## src/rtl/mux_shift_reg_pkg.sv

```systemverilog
// Shared mode encodings for the mux/shift register.
// No logic; no latency; no backpressure.
package mux_shift_reg_pkg;

    localparam logic [1:0] MODE_HOLD = 2'b00;
    localparam logic [1:0] MODE_LOAD = 2'b01;
    localparam logic [1:0] MODE_SHL  = 2'b10;
    localparam logic [1:0] MODE_SHR  = 2'b11;

    typedef enum logic [1:0] {
        MD_HOLD = MODE_HOLD,
        MD_LOAD = MODE_LOAD,
        MD_SHL  = MODE_SHL,
        MD_SHR  = MODE_SHR
    } mode_t;

endpackage

```

## src/rtl/mux_shift_reg_mux_nto1.sv

```systemverilog
// N-to-1 word selector with a range flag on sel.
// Purely combinational, zero latency; no backpressure.
module mux_nto1 #(
    parameter int WIDTH = 4,
    parameter int NCH   = 2,
    parameter int SEL_W = $clog2(NCH)
) (
    input  logic [NCH*WIDTH-1:0] d,
    input  logic [SEL_W-1:0]     sel,
    output logic [WIDTH-1:0]     dout,
    output logic                 sel_valid
);

    // Out-of-range selects yield zero rather than reading past the bus.
    always_comb begin
        dout = '0;
        for (int k = 0; k < NCH; k++) begin
            if (sel == SEL_W'(k)) begin
                dout = d[k*WIDTH +: WIDTH];
            end
        end
    end

    assign sel_valid = (32'(sel) < NCH);

endmodule

```

## src/rtl/mux_shift_reg.sv

```systemverilog
// Channel-select then load/hold/shift register with load counter and sel error pulse.
// One cycle from inputs to q; en=0 stalls all state. `define ROTATE_EN makes shifts rotate.
module mux_shift_reg
    import mux_shift_reg_pkg::*;
#(
    parameter int WIDTH = 4,
    parameter int NCH   = 2,
    parameter int SEL_W = $clog2(NCH),
    parameter int CNT_W = 8
) (
    input  logic                 clk,
    input  logic                 rst_n,
    input  logic [NCH*WIDTH-1:0] d,
    input  logic [SEL_W-1:0]     sel,
    input  logic [1:0]           mode,
    input  logic                 en,
    input  logic                 ser_in,
    output logic [WIDTH-1:0]     q,
    output logic                 ser_out,
    output logic                 sel_err,
    output logic [CNT_W-1:0]     load_cnt
);

    localparam logic [CNT_W-1:0] CNT_MAX = '1;

    logic [WIDTH-1:0] q_q, q_d;
    logic             ser_q, ser_d;
    logic             err_q, err_d;
    logic [CNT_W-1:0] cnt_q, cnt_d;

    logic [WIDTH-1:0] mux_dat;
    logic             mux_vld;
    logic             shl_in, shr_in;
    logic [WIDTH:0]   shl_ext, shr_ext;
    mode_t            mode_e;

    mux_nto1 #(
        .WIDTH (WIDTH),
        .NCH   (NCH),
        .SEL_W (SEL_W)
    ) u_mux (
        .d         (d),
        .sel       (sel),
        .dout      (mux_dat),
        .sel_valid (mux_vld)
    );

`ifdef ROTATE_EN
    assign shl_in = q_q[WIDTH-1];
    assign shr_in = q_q[0];
`else
    assign shl_in = ser_in;
    assign shr_in = ser_in;
`endif

    // Extended vectors keep the shift expressions legal for WIDTH=1.
    assign shl_ext = {q_q, shl_in};
    assign shr_ext = {shr_in, q_q};
    assign mode_e  = mode_t'(mode);

    always_comb begin
        q_d   = q_q;
        ser_d = ser_q;
        err_d = 1'b0;
        cnt_d = cnt_q;
        if (en) begin
            case (mode_e)
                MD_LOAD: begin
                    if (mux_vld) begin
                        q_d = mux_dat;
                        if (cnt_q != CNT_MAX) begin
                            cnt_d = cnt_q + 1'b1;
                        end
                    end else begin
                        err_d = 1'b1;
                    end
                end
                MD_SHL: begin
                    q_d   = shl_ext[WIDTH-1:0];
                    ser_d = q_q[WIDTH-1];
                end
                MD_SHR: begin
                    q_d   = shr_ext[WIDTH:1];
                    ser_d = q_q[0];
                end
                default: begin
                end
            endcase
        end
    end

    always_ff @(posedge clk or negedge rst_n) begin
        if (!rst_n) begin
            q_q   <= '0;
            ser_q <= 1'b0;
            err_q <= 1'b0;
            cnt_q <= '0;
        end else begin
            q_q   <= q_d;
            ser_q <= ser_d;
            err_q <= err_d;
            cnt_q <= cnt_d;
        end
    end

    assign q        = q_q;
    assign ser_out  = ser_q;
    assign sel_err  = err_q;
    assign load_cnt = cnt_q;

endmodule

```

## config.mk

```make
export PLATFORM = sky130hd
export DESIGN_NAME = mux_shift_reg
export DESIGN_NICKNAME = d
export VERILOG_FILES = /design/src/rtl/mux_shift_reg_pkg.sv /design/src/rtl/mux_shift_reg_mux_nto1.sv /design/src/rtl/mux_shift_reg.sv
export SDC_FILE = /design/constraint.sdc
export NUM_CORES = 1
export LEC_CHECK = 0
export BUFFER_PORTS_ARGS = -buffer_cell sky130_fd_sc_hd__buf_4
export CAP_MARGIN = 20
export CORE_MARGIN = 4
export CORE_UTILIZATION = 40
export CTS_CLUSTER_SIZE = 24
export DETAILED_ROUTE_END_ITERATION = 12
export PLACE_DENSITY = 0.7
export SLEW_MARGIN = 20
export SYNTH_ARGS = -nofsm -noshare
export SYNTH_HDL_FRONTEND = slang
export SYNTH_SLANG_ARGS = --single-unit
```

## constraint.sdc

```tcl
create_clock -name clk -period 1.9 [get_ports clk]
set_input_delay 0.095 -clock clk [delete_from_list [all_inputs] [get_ports clk]]
set_output_delay 0.095 -clock clk [all_outputs]
set_load 0.03 [all_outputs]
```

==> results of run 1 <==
cell usage after synthesis:
library cell | instances | share of area, %
dfrtp_1 | 13 | 43
o21ai_0 | 8 | 5.2
mux2i_1 | 5 | 6.5
nand3_1 | 5 | 3.3
nor2b_1 | 4 | 3.3
o22a_1 | 4 | 4.6
xnor2_1 | 4 | 4.6
o211ai_1 | 3 | 2.9
a21oi_1 | 2 | 1.3
a31oi_1 | 2 | 1.6
and2_1 | 2 | 1.6
and4b_1 | 2 | 2.6
buf_2 | 2 | 1.3
buf_4 | 2 | 2.0
nand2_1 | 2 | 0.98
nand4_1 | 2 | 1.6
a21o_1 | 1 | 0.98
and3b_1 | 1 | 1.1
and4_1 | 1 | 1.1
clkbuf_1 | 1 | 0.49
conb_1 | 1 | 0.49
ha_1 | 1 | 1.6
mux2_1 | 1 | 1.5
mux2_2 | 1 | 1.5
nand2b_1 | 1 | 0.82
o2111a_1 | 1 | 1.5
o2111ai_1 | 1 | 1.1
o21a_1 | 1 | 0.98
o21ai_1 | 1 | 0.65
critical path, cell delays in order, from the launching register on:
cell     delay, ns
dfrtp_1       0.41
ha_1          0.24
nand4_1       0.20
o21ai_1       0.29
mux2_2        0.36
flip-flops by register name, summed over array words and instances (netlist names):
register  flops
load_cnt      8
ser_out       1
q             4
layout by cell type (no fill, tap or decap), drive strengths merged, types with 2 or more instances in the layout:
cell type,Yosys,layout
dfrtp,13,13
o21ai,9,9
mux2,2,2
and4b,2,2
a31oi,2,2
mux2i,5,5
and2,2,2
nor2b,4,4
o22a,4,4
a21oi,2,2
xnor2,4,4
o211ai,3,3
nand4,2,2
nand3,5,5
clkbuf,1,4
buf,4,27
nand2,2,2
layout make-up:
| type | count | area, um^2 |
|---|---|---|
| fill | 175 | 758 |
| sequential | 13 | 325 |
| multi-input combinational | 57 | 410 |
| clock buffer | 4 | 26.3 |
| tap | 25 | 31.3 |
| timing repair buffer | 28 | 213 |
cells by family after synthesis:
kind of cell	after synthesis	share of synthesized area, %
adder cells (fa/ha/maj)	1	1.64
AO/OA/AOI/OAI	24	20.9
buffers and inverters	5	3.76
AND/OR/NAND/NOR	20	16.5
XOR/XNOR	4	4.58
flip-flops	13	42.6
multiplexers	7	9.49
other	1	0.491
power groups by stage:
| stage | registers [mW] | clock network, mW | logic, mW |
|---|---|---|---|
| CTS | 0.429 | 0.177 | 0.445 |
| global placement | 0.427 | 0 | 0.436 |
| detailed placement | 0.436 | 0 | 0.441 |
| finish | 0.431 | 0.172 | 0.441 |
| floorplan | 0.554 | 0 | 0.143 |
| global route | 0.445 | 0.196 | 0.470 |
metrics by stage:
step	util [%]	hold slack, ns	cells
after CTS	57.0	0.0803	127
final	57.0	0.0896	127
after floorplan	-	-0.201	75
after global placement	55.0	-0.0560	122
after global routing	57.0	0.0900	127
after detailed placement	55.0	-0.0545	122
worst paths after layout:
kind / from / endpoint / slack, ns / cells past startpoint
worst min register to register: load_cnt[0] / load_cnt[0] / 0.53 / 1
worst max register to register: load_cnt[0] / load_cnt[1] / 0.30 / 4
min in group asynchronous: rst_n / q[0] / 0.19 / 2
max in group asynchronous: rst_n / load_cnt[5] / 1.55 / 2
worst min-delay path: en / ser_out / 0.09 / 2
worst max-delay path: load_cnt[0] / load_cnt[1] / 0.30 / 4
what timing repair did:
action | in CTS | in global routing
endpoints found under the hold margin | 13 | 0
resized for setup | 0 | 0
hold buffers | 1 | 0
routing by layer:
| layer | global-route usage, % | share of wire, % | vias up |
|---|---|---|---|
| met2 | 24.8 | 47 | 26 |
| li1 | - | - | 339 |
| met3 | 4.01 | 6.5 | 4 |
| met5 | 0 | 0 | - |
| met4 | 5.24 | 1.4 | 0 |
| met1 | 18.8 | 45 | 329 |
==> impl_metrics.yaml, run 1 <==
floorplanning:
  core_area_um2: 1760
  rows: 15
  fp.dieW_um: 51.7
  start_util_pct: 43.3
  die_h_um: 51.7
  ios: 29
  die_area_um2: 2670
route:
  first_pass_iters: 4
  wire_per_inst_um: 14.9
  drc: 0
  drt_iter0_drc: 25
  postRouteAntennaNets: 0
  vias: 698
  vias_per_cell: 5.50
  wl_mm: 1.90
clock_network:
  clockRootBuffer: "clkbuf_4"
  cts_buffers: 3
  htreeDepth: 1
  cts_buffer_depth: 2
  clock_sinks: 13
  clk_pin_slew_ns: 0.08
  post-cts-setup-buffer-count: 0
  cts_tree: "done"
  clk_latency_ns: 0.27
setup_path:
  critPathArrivalTime_ns: 1.77
  path_max_fanout: 5
  crit_path_end_kind: "flip-flop"
  crit_type: "reg2reg"
  worstPathRequired_ns: 2.07
  critPathLaunchType: "flip-flop"
pwr:
  p_sw_share_pct: 40.8
  total_power_mw: 1.04
  power.internal_uw: 617
  seq_power_share_pct: 41.3
  leakagePower_nw: 0.452
  comb_power_share_pct: 42.2
  vdd_drop_max_mv: 0.710
  clock_power_share_pct: 16.5
  switchingPower_uw: 426
  powerDensity_nw_per_um2: 1040
place:
  dp_hpwl_mm: 1.42
  gp_congestion: 0.835
  portBuffers: 27
  preCtsSetupSlack_ns: 0.331
  place_area_um2: 970
finish:
  nets: 119
  num_antenna_cells: 0
  final_area_um2: 1010
  layout-drive-gt1-share_pct: 30.4
  syn_to_final_growth_pct: 31.6
sta:
  period_share_pct: 84.3
  setup_viol: 0
  finalCriticalPeriod_ns: 1.60
  tns_ns: 0
  hold_viol_final: 0
  fmax_mhz: 625
  rsz0062_at_grt: "false"
  fin_ws_ns: 0.299
  slew_viol_final: 0
  finClkSkew_ns: 0.000444
logic_synthesis:
  synth_cell_type_count: 29
  yosys_warnings: 0
  synth_seq_cells: 13
  syn_nets: 91
  yosysSeqAreaShare_pct: 42.6
  syn_inst: 75
  postSynthAreaPerCell_um2: 10.2
  synth_area_um2: 764
outcome:
  status: "finished, final reports clean"
global_routing:
  grt_max_degree: 19
  antenna_found_initial: 0
  track_usage_pct: 15.0
  first_global_vias: 652
  grt.overflow.total: 0
  grt_pass1_wl_mm: 2.95
worst_hold_path:
  hp-class: "in2reg"
job:
  maxCapViolations: 0
No activity file was read; power rests on OpenSTA's default activity.
==> inputs of run 2 (changes only) <==
==> constraint.sdc (replaced) <==
create_clock -name clk -period 1.5 [get_ports clk]
set_input_delay 0.075 -clock clk [delete_from_list [all_inputs] [get_ports clk]]
set_output_delay 0.075 -clock clk [all_outputs]
set_load 0.03 [all_outputs]
==> impl_metrics.yaml, run 2 (synthesis results as in run 1) <==
setup_path:
  critPathLaunchType: "flip-flop"
  reg2reg_to: "load_cnt[1]"
  critPathLaunch: "load_cnt[0]"
  endpoint: "load_cnt[1]"
  crit_path_end_kind: "flip-flop"
  r2r_slack_ns: 0.15
  path_max_fanout: 5
  worstPathRequired_ns: 1.66
  crit_type: "reg2reg"
  critPathArrivalTime_ns: 1.51
  r2r_cells: 4
  r2r-start: "load_cnt[0]"
floorplanning:
  start_util_pct: 43.3
  core_area_um2: 1760
  die_area_um2: 2670
  rows: 15
  fp.dieW_um: 51.7
  ios: 29
  die_h_um: 51.7
finish:
  fillers: 162
  num_antenna_cells: 0
  syn_to_final_growth_pct: 35.0
  layout_common_cells: "buf_4, dfrtp_1, o21ai_0"
  nets: 120
  layout_commonest_cell: "buf_4"
  multi_input_area_um2: 427
  layout-drive-gt1-share_pct: 35.0
  seq_area_um2: 328
  largest_reg_flops: 8
pwr:
  power.internal_uw: 803
  switchingPower_uw: 548
  p_sw_share_pct: 40.5
  vdd_drop_max_mv: 0.759
  leakagePower_nw: 0.455
  clock_power_share_pct: 15.9
  comb_power_share_pct: 42.2
  powerDensity_nw_per_um2: 1310
  seq_power_share_pct: 41.8
sta:
  finalCriticalPeriod_ns: 1.35
  tns_ns: 0
  setup_viol: 0
  holdWs_ns: 0.0802
  hold_viol_final: 0
  fmax_mhz: 740
  finClkSkew_ns: 0.00238
  slew_viol_final: 0
  period_share_pct: 90.1
  rsz0062_at_grt: "false"
global_routing:
  grt_max_degree: 19
  first_global_vias: 605
  track_usage_pct: 14.7
  antenna_found_initial: 0
  grt_pass1_wl_mm: 2.86
  grt.overflow.total: 0
job:
  maxCapViolations: 0
clock_network:
  cts-resized-gates: 0
  cts_buffer_depth: 2
  cts_tree: "done"
  clock_sinks: 13
  clockRootBuffer: "clkbuf_4"
  cts_buffers: 3
  htreeDepth: 1
  clk_latency_ns: 0.27
  clk_pin_slew_ns: 0.08
route:
  vias: 667
  drt_iter0_drc: 3
  postRouteAntennaNets: 0
  wl_mm: 1.75
  wire_per_inst_um: 13.7
  first_pass_iters: 4
  vias_per_cell: 5.21
  drc: 0
place:
  portBuffers: 27
  gp_congestion: 0.747
  dp_hpwl_mm: 1.32
worst_hold_path:
  hp-class: "in2reg"
outcome:
  status: "finished, final reports clean"
## run 2: cell count changes in the layout (fill, tap and decap cells not counted)
| cell | delta |
|---|---|
| o21ai_2 | +1 |
| ha_1 | -1 |
| o21ai_1 | -1 |
| dfrtp_1 | -2 |
| ha_4 | +1 |
| buf_4 | +1 |
| dfrtp_2 | +2 |
## run 2: area by class of cell
cell class	count	share of cell area, %
tap	25	3.03
clock buffer	4	2.55
multi-input combinational	57	41.3
timing repair buffer	29	21.3
sequential	13	31.8
## run 2: worst min-delay path by stage
stage / startpoint / to / slack, ns / cells past startpoint
6_report: en / ser_out / 0.08 / 2
5_1_grt: en / ser_out / 0.07 / 2
4_1_cts: en / ser_out / 0.07 / 2
3_5_place_dp: rst_n / q[0] / -0.07 / 1
3_3_place_gp: rst_n / q[0] / -0.07 / 1
2_1_floorplan: rst_n / load_cnt[0] / -0.22 / 0
## run 2: per-stage QoR
stage	area, um^2	power (mW)	utilization (%)	instances	worst slack, ns
after floorplan	783	0.915	-	75	0.0241
after global placement	996	1.13	56.5	123	0.181
after detailed placement	996	1.14	56.5	123	0.150
after CTS	1030	1.36	58.5	128	0.133
after global routing	1030	1.45	58.5	128	0.0816
final	1030	1.35	58.5	128	0.149
## run 2: timing repair
action,4_1_cts,5_1_grt
setup endpoints to repair,0,0
buffers inserted,0,0
hold buffers,1,0
endpoints found under the hold margin,13,0
## run 2: metal layers
layer,GRT usage [%],routed length [um]
met1,20.7,847
met2,21.2,798
met3,3.44,82
met4,6.55,24
met5,0,0
## run 2: power by group through the flow
stage	clock network, mW	logic (mW)	registers (mW)
after global routing	0.249	0.617	0.583
after global placement	0	0.570	0.560
after detailed placement	0	0.575	0.569
after CTS	0.224	0.578	0.562
final	0.215	0.571	0.565
after floorplan	0	0.194	0.721
## run 2: critical path, cell delays in order (launching register included)
cell     delay (ns)
dfrtp_2        0.42
ha_4           0.16
nand4_1        0.13
o21ai_2        0.19
mux2_2         0.35
